`src/rtl/fetch_pkg.sv`:
```
// Shared definitions for the fetch stage: state encodings, instruction size
// and the bubble word presented to decode when nothing valid is available.
package fetch_pkg;

    localparam int unsigned XLEN        = 32;
    localparam int unsigned INSTR_BYTES = 4;

    localparam logic [1:0] BOOT  = 2'd0;
    localparam logic [1:0] RUN   = 2'd1;
    localparam logic [1:0] FAULT = 2'd2;

    localparam logic [XLEN-1:0] NOP_WORD = 32'h0000_0000;

endpackage

```
`src/rtl/fetch_addr_check.sv`:
```
// Fetch-address legality: word aligned and the whole word inside memory.
// Ports:
//   addr    - candidate byte fetch address
//   legal_c - 1 when addr may be issued to instruction_mem (combinational)
module fetch_addr_check
    import fetch_pkg::*;
#(
    parameter int unsigned MEM_BYTES = 256
) (
    input  logic [XLEN-1:0] addr,
    output logic            legal_c
);

    localparam logic [XLEN-1:0] LAST_ADDR = XLEN'(MEM_BYTES - INSTR_BYTES);

    assign legal_c = (addr[1:0] == 2'b00) && (addr <= LAST_ADDR);

endmodule

```
`src/rtl/fetch_unit.sv`:
```
// Program counter and fetch control in front of instruction_mem. Issues the
// fetch address, pairs the memory's registered word with its PC, handles
// stall, zero-bubble redirect and a sticky fault on illegal fetch addresses.
// Ports:
//   clk, rst_n       - clock, asynchronous active-low reset
//   stall            - decode cannot take the presented instruction
//   redirect_valid   - taken branch/jump this cycle, target in redirect_pc
//   read_addr        - byte address to instruction_mem (combinational)
//   mem_instruction  - registered read data from instruction_mem
//   instr_out        - instruction to decode, zero when not valid
//   instr_pc         - byte address of instr_out
//   instr_valid      - instr_out/instr_pc meaningful
//   fault            - sticky illegal-fetch flag
//   fetch_count      - instructions accepted by decode
module fetch_unit
    import fetch_pkg::*;
#(
    parameter logic [31:0] RESET_PC  = 32'h0000_0000,
    parameter int unsigned MEM_BYTES = 256
) (
    input  logic            clk,
    input  logic            rst_n,
    input  logic            stall,
    input  logic            redirect_valid,
    input  logic [XLEN-1:0] redirect_pc,
    output logic [XLEN-1:0] read_addr,
    input  logic [XLEN-1:0] mem_instruction,
    output logic [XLEN-1:0] instr_out,
    output logic [XLEN-1:0] instr_pc,
    output logic            instr_valid,
    output logic            fault,
    output logic [XLEN-1:0] fetch_count
);

    logic [1:0]      state, state_d;
    logic [XLEN-1:0] pc_q, pc_d;
    logic [XLEN-1:0] instr_pc_d;
    logic            instr_valid_d;
    logic            fault_d;
    logic [XLEN-1:0] fetch_count_d;
    logic [XLEN-1:0] fa_c;
    logic            fa_legal_c;

    // Fetch address: redirect beats a stall re-fetch, BOOT uses the reset PC.
    always_comb begin
        fa_c = pc_q;
        if (state == RUN) begin
            if (redirect_valid) begin
                fa_c = redirect_pc;
            end else if (stall && instr_valid) begin
                fa_c = instr_pc;
            end
        end
    end

    // In FAULT the held PC keeps memory on a known-legal address.
    assign read_addr = (state == FAULT) ? instr_pc : fa_c;
    assign instr_out = instr_valid ? mem_instruction : NOP_WORD;

    fetch_addr_check #(
        .MEM_BYTES (MEM_BYTES)
    ) u_addr_check (
        .addr    (fa_c),
        .legal_c (fa_legal_c)
    );

    // Next-state and register updates.
    always_comb begin
        state_d       = state;
        pc_d          = pc_q;
        instr_pc_d    = instr_pc;
        instr_valid_d = instr_valid;
        fault_d       = fault;
        fetch_count_d = fetch_count;

        if (instr_valid && !stall) begin
            fetch_count_d = fetch_count + 32'd1;
        end

        case (state)
            BOOT, RUN: begin
                if (fa_legal_c) begin
                    state_d       = RUN;
                    instr_pc_d    = fa_c;
                    instr_valid_d = 1'b1;
                    pc_d          = fa_c + XLEN'(INSTR_BYTES);
                end else begin
                    state_d       = FAULT;
                    instr_valid_d = 1'b0;
                    fault_d       = 1'b1;
                end
            end
            FAULT: begin
                state_d = FAULT;
            end
            default: begin
                state_d       = FAULT;
                instr_valid_d = 1'b0;
                fault_d       = 1'b1;
            end
        endcase
    end

    // State register.
    always_ff @(posedge clk or negedge rst_n) begin
        if (!rst_n) begin
            state       <= BOOT;
            pc_q        <= RESET_PC;
            instr_pc    <= '0;
            instr_valid <= 1'b0;
            fault       <= 1'b0;
            fetch_count <= '0;
        end else begin
            state       <= state_d;
            pc_q        <= pc_d;
            instr_pc    <= instr_pc_d;
            instr_valid <= instr_valid_d;
            fault       <= fault_d;
            fetch_count <= fetch_count_d;
        end
    end

endmodule

```
`config.mk`:
```
export PLATFORM = sky130hd
export DESIGN_NAME = fetch_unit
export DESIGN_NICKNAME = d
export VERILOG_FILES = /design/src/rtl/fetch_pkg.sv /design/src/rtl/fetch_addr_check.sv /design/src/rtl/fetch_unit.sv
export SDC_FILE = /design/constraint.sdc
export NUM_CORES = 1
export LEC_CHECK = 0
export ABC_CLOCK_PERIOD_IN_PS = 2760
export BUFFER_PORTS_ARGS = -buffer_cell sky130_fd_sc_hd__buf_4
export CORE_MARGIN = 2
export CORE_UTILIZATION = 46
export CTS_CLUSTER_DIAMETER = 80
export DETAILED_ROUTE_END_ITERATION = 6
export PLACE_DENSITY = 0.77
export SKIP_LAST_GASP = 1
export SLEW_MARGIN = 20
export SYNTH_ARGS = -nofsm -noshare
export SYNTH_HDL_FRONTEND = slang
export SYNTH_HIERARCHICAL = 1
export SYNTH_SLANG_ARGS = --single-unit
```
`constraint.sdc`:
```
create_clock -name clk -period 2.76 [get_ports clk]
set_input_delay 0.276 -clock clk [delete_from_list [all_inputs] [get_ports clk]]
set_output_delay 0.276 -clock clk [all_outputs]
set_load 0.05 [all_outputs]
```
After elaboration in Yosys (flattened, before gate mapping)
Cells that the tools add are included.
{ "totals": {"register_bits": 100, "wordCells": 33, "inputBits": 68} }
{ "op_classes": {"eq_ne": 3, "n_reduce_logical": 9, "mux": 11, "addsub": 2, "n_lt_le_gt_ge": 1, "bitwise": 1} }
{ "ops": {"columns": ["operator", "count"], "rows": [
  ["32-bit 2-to-1 mux", 5],
  ["32-bit by 1-bit adder with 32-bit output (second input constant)", 1],
  ["32-bit by 3-bit adder with 32-bit output (second input constant)", 1],
  ["32-bit by 8-bit <= comparator with 1-bit output (second input constant)", 1],
  ["2-bit zero test", 2],
  ["2-bit 2-to-1 mux", 2],
  ["1-bit one-hot mux with 2 select lines", 2],
  ["2-bit AND reduction", 2],
  ["1-bit logical AND", 3],
  ["2-bit by 1-bit equality test with 1-bit output (second input constant)", 1],
  ["2-bit equality test (second input constant)", 1],
  ["1-bit 2-to-1 mux", 2],
  ["2-bit != test (second input constant)", 1],
  ["2-bit OR reduction", 1],
  ["1-bit zero test", 1],
  ["1-bit inverter", 1]
]} }

Logic depth before layout (Yosys ltp)
Gate-level depths: netlist (run 1).
{ "depth": {"word_depth": 8, "ltp_mapped": 16, "depth_no_buf": 13} }

By module
The synthesis (run 1) kept the hierarchy.
{ "by_module_without_submodules": {"columns": ["module", "cells_each", "area_per_inst_um2", "instances"], "rows": [
  ["fetch_unit", 689, 5773.0, 1],
  ["fetch_addr_check", 10, 56.3, 1]
]} }

Least setup slack after synthesis (run 1)
No wires, ideal clock.
{ "synth_timing": {"kind": "register to register", "startpoint": "register instr_valid", "endpoint": "register pc_q[30]", "arrival_time_ps": 3056, "path_stages_with_launch": 12, "setup_ps": 82, "t_required_ps": 2678, "n_path_buf": 3, "path_slack_ps": -378, "path_cell_list": "dfrtp_1 > and2_1 > buf_4 > buf_6 > o22ai_1 > a21oi_1 > ha_1 > nand4_1 > or3_1 > clkbuf_1 > or4_1 > a31oi_1"} }
{ "synth_via": {"elab_chain_cells": 7, "word_cells_on_any_way": 9} }
{ "synth_rtl": {"columns": ["item", "line_no", "source"], "rows": [
  ["start, declared", "fetch_unit.sv:30", "output logic instr_valid,"],
  ["start signal, assigned", "fetch_unit.sv:117", "instr_valid <= instr_valid_d;"],
  ["1-bit logical AND *", "fetch_unit.sv:50", "end else if (stall && instr_valid) begin"],
  ["32-bit 2-to-1 mux *", "fetch_unit.sv:50", null],
  ["32-bit 2-to-1 mux *", "fetch_unit.sv:48", "if (redirect_valid) begin"],
  ["32-bit 2-to-1 mux *", "fetch_unit.sv:47", "if (state == RUN) begin"],
  ["via fa_c[2]", "fetch_unit.sv:41", "logic [XLEN-1:0] fa_c;"],
  ["32-bit by 8-bit <= comparator with 1-bit output", "fetch_addr_check.sv:16", "assign legal_c = (addr[1:0] == 2'b00) && (addr <= LAST_ADDR);"],
  ["1-bit logical AND", "fetch_addr_check.sv:16", null],
  ["2-bit AND reduction (no line)", null, null],
  ["end signal, assigned", "fetch_unit.sv:115", "pc_q <= pc_d;"],
  ["end, declared", "fetch_unit.sv:36", "logic [XLEN-1:0] pc_q, pc_d;"]
]} }
The timed path passes the listed nets; every way through them passes the cells marked *.
A chain may end at the register's enable or synchronous reset.

Worst setup path after layout (run 1)
{ "layout_timing": {"startpoint": "register state[1]", "endpoint": "register pc_q[31]"} }
{ "layout_via": {"elab_chain_cells": 5, "word_cells_on_any_way": 9} }
{ "layout_rtl": {"columns": ["item", "line_no", "source"], "rows": [
  ["start, declared", "fetch_unit.sv:35", "logic [1:0] state, state_d;"],
  ["start signal, assigned", "fetch_unit.sv:114", "state <= state_d;"],
  ["2-bit by 1-bit equality test with 1-bit output", "fetch_unit.sv:47", null],
  ["32-bit 2-to-1 mux", "fetch_unit.sv:47", null],
  ["via fa_c[20]", "fetch_unit.sv:41", null],
  ["32-bit by 8-bit <= comparator with 1-bit output", "fetch_addr_check.sv:16", null],
  ["1-bit logical AND", "fetch_addr_check.sv:16", null],
  ["via fa_legal_c", "fetch_unit.sv:42", "logic fa_legal_c;"],
  ["2-bit AND reduction (no line)", null, null]
]} }
The timed path passes the listed nets, and every way through them passes these cells.

==> results of run 1 <==
## flip-flops by register name (all words and copies together) (netlist names)
signal       flops
pc_q            30
state            2
instr_pc        32
fault            1
fetch_count     32
instr_valid      1
## kinds of logic after synthesis
group / synth area share
simple gates: 0.262
xor+xnor: 0.0676
flops: 0.421
mux: 0.00966
compound gates: 0.176
fa+ha+maj: 0.00429
buf+inv: 0.0599
## per-layer routing
metal  part of all wire  track usage  wire length (microns)  up-vias
li1                   -            -                      -     2947
met1               0.43        0.366                   7990     2841
met2               0.47        0.421                   8650      290
met3              0.075       0.0420                   1370       38
met4              0.020       0.0722                    372        0
met5                  0            0                      0        -
## cells in the final DEF, fill, tap and decap left out, types with 8 or more instances in the layout
cell type / synthesis / routed
nand4_1: 10 / 10
dfrtp_1: 98 / 97
nand2_1: 154 / 154
nor2_1: 42 / 39
inv_1: 19 / 17
o22a_1: 10 / 10
o22ai_1: 34 / 28
nor3_1: 13 / 13
a21oi_2: 6 / 11
nand3_1: 25 / 25
a31oi_1: 13 / 13
and2_1: 33 / 32
a21o_1: 9 / 9
clkbuf_16: 0 / 9
xor2_1: 14 / 14
nor4_1: 13 / 8
o21ai_0: 56 / 50
buf_4: 6 / 276
xnor2_1: 31 / 31
## worst max path at each step
stage | to | depth (start not counted) | start
6_report | pc_q[31] | 13 | state[1]
5_1_grt | pc_q[31] | 14 | state[1]
4_1_cts | pc_q[30] | 10 | instr_valid
3_5_place_dp | pc_q[29] | 9 | state[1]
3_3_place_gp | pc_q[31] | 9 | state[1]
2_1_floorplan | pc_q[30] | 11 | instr_valid
## what timing repair did
item / in CTS / in global routing
pin swaps: 0 / 20
resized for setup: 1 / 41
cloned: 0 / 2
setup endpoints to repair: 2 / 41
buffers inserted: 0 / 9
## power by group through the flow
stage / registers, uW / clock network [uW] / logic (uW)
6_report: 1600 / 1370 / 1150
5_1_grt: 1610 / 1430 / 1210
4_1_cts: 1590 / 1370 / 1120
3_5_place_dp: 1620 / 0 / 1120
3_3_place_gp: 1620 / 0 / 1110
2_1_floorplan: 1790 / 0 / 544
## layout make-up
| class | count | share of cell area |
|---|---|---|
| clock buffers | 10 | 0.0269 |
| inverters | 23 | 0.0104 |
| well taps | 172 | 0.0253 |
| multi-input cells | 534 | 0.380 |
| flip-flops and latches | 98 | 0.288 |
| repair buffers | 285 | 0.258 |
| clock inverters | 6 | 0.0106 |
## per-stage QoR
step | total power, uW | setup slack (ns) | utilization | instances | hold slack (ns)
floorplan | 2330 | -0.138 | - | 699 | -0.0196
global placement | 2730 | 0.0840 | 0.633 | 1101 | 0.440
detailed placement | 2740 | 0.0176 | 0.633 | 1101 | 0.450
CTS | 4080 | 0.0166 | 0.658 | 1117 | 0.0935
global route | 4250 | -0.143 | 0.680 | 1128 | 0.133
finish | 4120 | 0.000101 | 0.680 | 1128 | 0.0260
==> results.cfg, run 1 <==
[place]
place.gp.congestion = 0.941
place_hpwl_microns = 13300
place_area_sq_um = 7920
io_buffers = 197

[synth]
ys_top_cells_by_count = nand2_1, dfrtp_1, o21ai_0, nor2_1, o22ai_1
synth-seq-area-share = 0.421
syn_inst = 699
synth_top_area_frac = 0.421
synth_top_area_cell = dfrtp_1
syn_area_sq_um = 5830
ys_async_sr_fraction = 1.00
ys_types = 53
synth_flop_cell = dfrtp_1
synth_warnings = 6
syn_nets = 769
synth.most_common_cell = nand2_1
synth-edff-count = 0
avgSynthCellArea_sq_um = 8.34
ys_ff_latch = 98
synthTopCellsByArea = dfrtp_1, nand2_1, o21ai_0

[detailed_routing]
routed_wl_microns = 18400
vias = 6116
drt_iter0_drc = 387
drtPass1Iterations = 5
viasPerCell = 5.42
drc_errors = 0
wire_per_inst_microns = 16.3
antenna_left = 0

[sta]
tightest_slew_ns = 0.919
tns_ns = 0
max_freq_ghz = 0.362
setup_viol = 0
rsz0062_at_grt = yes
period_needed_ns = 2.76
slew_headroom = 0.387
skew_ns = 0.00921
slew_viol_final = 0
final-hold-violation-count = 0
min_period_over_period = 1.00

[power]
p_leak_uw = 0.00423
max-vdd-ir-drop_uv = 307
power_density_nw_per_um2 = 483
pwr-share-seq = 0.388
p_comb_frac = 0.280
p_clk_frac = 0.332
p_int_uw = 2730
p_sw_uw = 1390
sw_frac_of_total = 0.337

[clock_network]
clock_sinks = 98
clockRootBuffer = clkbuf_16
clock_latency_ns = 0.35
cts_hold_buf = 0
numCtsBuffers = 9
htree_levels = 3
clkTransAtPathRegs_ns = 0.07
cts_buffer_depth = 2
cts_tree = built

[cells_and_area]
register_area_sq_um = 2450
fin_nets = 1021
drive_gt1_frac = 0.379
areaGrowthSynthToFinish_pct = 46.0
final_area_sq_um = 8510
fill_cells = 994
n_antenna_cell = 0
multiInputGateArea_sq_um = 3240

[worst_hold_path]
hp-class = input pin to async pin

[global_route]
first_global_vias = 5458
grt_max_degree = 75
grt_usage = 0.261
overflow = 0
antenna_found_initial = 0
grt_pass1_wl_microns = 28100

[floorplanning]
initial_core_util = 0.466
rows = 41
die_w_microns = 117
core_sq_um = 12500
pin_count = 198
die_y_microns = 117
die_area_sq_um = 13600

[critical_path]
crit_buf_inv = 3
slowest_stage = dfrtp_1
critical_path_class = flop to flop
timing.rr.end = pc_q[31]
startpoint_type = flop
path_cells = nand4b_1 > buf_6 > o22ai_1 > a211o_1 > inv_2 > nor4_4 > nand3_1 > nor2_2 > nand2b_4 > inv_4 > nand2_1 > or4_1 > nand3_1
reg2reg_depth = 13
crit_top_cell = nand3_1
crit_family = simple AND/OR/NAND/NOR gates
r2r_start = state[1]
end_kind = flop
worst-r2r-setup-slack_ns = 0.0001
worst-path-max-fanout = 8
cp.required_ns = 3.05
cp_slowest_stage_delay_ns = 0.42
crit_arrival_ns = 3.05

[run]
max_cap_violations = 0

[status]
status = complete, no violations
Power figures use the tool's default switching activity.
==> inputs of run 2 (changes only) <==
--- a/config.mk
+++ b/config.mk
@@ -11,6 +11,7 @@
 export CORE_UTILIZATION = 46
 export CTS_CLUSTER_DIAMETER = 80
 export DETAILED_ROUTE_END_ITERATION = 6
+export MAX_ROUTING_LAYER = met4
 export PLACE_DENSITY = 0.77
 export SKIP_LAST_GASP = 1
 export SLEW_MARGIN = 20
==> constraint.sdc (replaced) <==
create_clock -name clk -period 2.76 [get_ports clk]
set_input_delay 0.828 -clock clk [delete_from_list [all_inputs] [get_ports clk]]
set_output_delay 0.828 -clock clk [all_outputs]
set_load 0.05 [all_outputs]
==> results.cfg, run 2 (synthesized netlist as in run 1, its figures left out) <==
[clock_network]
cts_buffer_depth = 2
cts_hold_buf = 0
cts_tree = built
htree_levels = 3
numCtsBuffers = 9
clock_sinks = 98
clockRootBuffer = clkbuf_16
clock_latency_ns = 0.37
clkTransAtPathRegs_ns = 0.07

[global_route]
overflow = 0
antenna_found_initial = 0
grt_max_degree = 38
grt_usage = 0.313
first_global_vias = 6201
grt_pass1_wl_microns = 32000

[worst_hold_path]
hp-class = input pin to async pin

[sta]
holdWs_ns = 0.439
rsz0062_at_grt = yes
slew_viol_final = 0
tightest_slew_ns = 0.530
final-hold-violation-count = 0
period_needed_ns = 3.11
setup_ws_ns = -0.346
skew_ns = 0.0108
slew_headroom = 0.647
min_period_over_period = 1.13
setup_viol = 96
max_freq_ghz = 0.322

[detailed_routing]
antenna_left = 0
drc_errors = 0
routed_wl_microns = 24600
vias = 7220
drtPass1Iterations = 6
wire_per_inst_microns = 20.4
viasPerCell = 5.99
drt_iter0_drc = 782

[floorplanning]
pin_count = 198
die_w_microns = 117
die_area_sq_um = 13600
initial_core_util = 0.466
rows = 41
die_y_microns = 117
core_sq_um = 12500

[critical_path]
cp.required_ns = 3.03
crit_buf_inv = 7
end_kind = flop
crit_family = buffers and inverters
path_cells = buf_8 > nand4b_1 > buf_6 > o32a_1 > o21a_1 > buf_6 > nor4_4 > buf_4 > nand4_1 > nor2_2 > nand2b_4 > inv_4 > buf_6 > buf_12 > nor2_4 > a31oi_1
critical_path_class = input pin to flop
slowest_stage = o32a_1
worst-path-max-fanout = 6
worst-r2r-setup-slack_ns = -0.34
crit_arrival_ns = 3.37
timing.rr.end = pc_q[24]
startpoint_type = input pin
cp_slowest_stage_delay_ns = 0.31
r2r_start = state[1]
reg2reg_depth = 15
crit_top_cell = buf_6

[status]
status = finished, violations left
violations = setup timing

[power]
power_density_nw_per_um2 = 422
max-vdd-ir-drop_uv = 508
p_leak_uw = 0.00489
pwr-share-seq = 0.381
sw_frac_of_total = 0.354
p_sw_uw = 1500
p_comb_frac = 0.313
p_clk_frac = 0.306
p_total_uw = 4240
p_int_uw = 2740

[cells_and_area]
fill_cells = 741
final_area_sq_um = 10000
top_regs = fetch_count (32), instr_pc (32), pc_q (30)
areaGrowthSynthToFinish_pct = 72.2
fin_nets = 1098
n_antenna_cell = 0
drive_gt1_frac = 0.489
final_cell_mix = buf_4, nand2_1, dfrtp_1
layout_commonest_cell = buf_4

[place]
place.gp.congestion = 0.951
pre_cts_ws_ns = -0.454
io_buffers = 197
place_area_sq_um = 8420
place_hpwl_microns = 14000

[run]
max_cap_violations = 0
run 2: cell count changes in the layout (fill, tap and decap cells not counted), moves of 7 or more:
cell	change
buf_6	+44
o21ai_1	+7
nor2_1	-8
nand2_1	-21
o21ai_0	-29
buf_8	+11
buf_12	+7
o21ai_2	+10
o21ai_4	+12
nand2_2	+15
o22ai_2	+8
o22ai_1	-10
run 2: how the worst max path moves through the flow:
| stage | from | endpoint | slack (ns) | depth (start not counted) |
|---|---|---|---|---|
| 2_1_floorplan | stall | pc_q[28] | -0.27 | 11 |
| 3_5_place_dp | stall | pc_q[30] | -0.45 | 11 |
| 3_3_place_gp | stall | pc_q[31] | -0.40 | 11 |
| 6_report | stall | pc_q[24] | -0.35 | 16 |
| 5_1_grt | stall | pc_q[24] | -0.47 | 16 |
| 4_1_cts | stall | read_addr[9] | -0.20 | 10 |
run 2: worst reg2reg max path: stages, from the launching register on:
cell      delay (ns)
dfrtp_1         0.45
nand4b_1        0.27
buf_6           0.19
o32a_1          0.31
o21a_1          0.15
buf_6           0.13
nor4_4          0.23
buf_4           0.16
nand4_1         0.15
nor2_2          0.19
nand2b_4        0.12
inv_4           0.09
buf_6           0.15
buf_12          0.15
nor2_4          0.04
a31oi_1         0.22
run 2: layout make-up:
cell class | instances | area [sq um] | share of cell area
clock inverter | 5 | 62.6 | 0.00623
inverter | 23 | 88.8 | 0.00885
clock buffer | 11 | 233 | 0.0232
timing repair buffer | 363 | 3290 | 0.328
tap | 172 | 215 | 0.0214
sequential | 98 | 2450 | 0.244
multi-input combinational | 533 | 3690 | 0.368
run 2: timing repair:
action                     CTS  global route
resized for setup           76           102
setup buffers               29            22
pin swaps                   40            40
setup endpoints to repair   59            96
cloned                       6             6
run 2: routing by layer:
metal	vias to the layer above	global-route usage	routed length, microns
li1	3099	-	-
met1	3434	0.394	9060
met2	513	0.498	11700
met3	174	0.0737	2260
met4	0	0.109	1530
met5	-	-	0
run 2: per-stage QoR:
step           std cells  setup TNS (ns)  utilization
4_1_cts             1178           -3.94        0.749
3_3_place_gp        1129          -23.66        0.673
3_5_place_dp        1129          -25.62        0.673
5_1_grt             1205          -22.66        0.802
6_report            1205          -15.80        0.802
2_1_floorplan        699          -12.62            -
run 2: power groups by stage:
stage                     clock network (uW)  registers, uW  logic, uW
after floorplan                            0           1790        567
after global routing                    1370           1620       1390
after global placement                     0           1620       1160
after detailed placement                   0           1620       1170
final                                   1300           1610       1330
after CTS                               1300           1600       1240
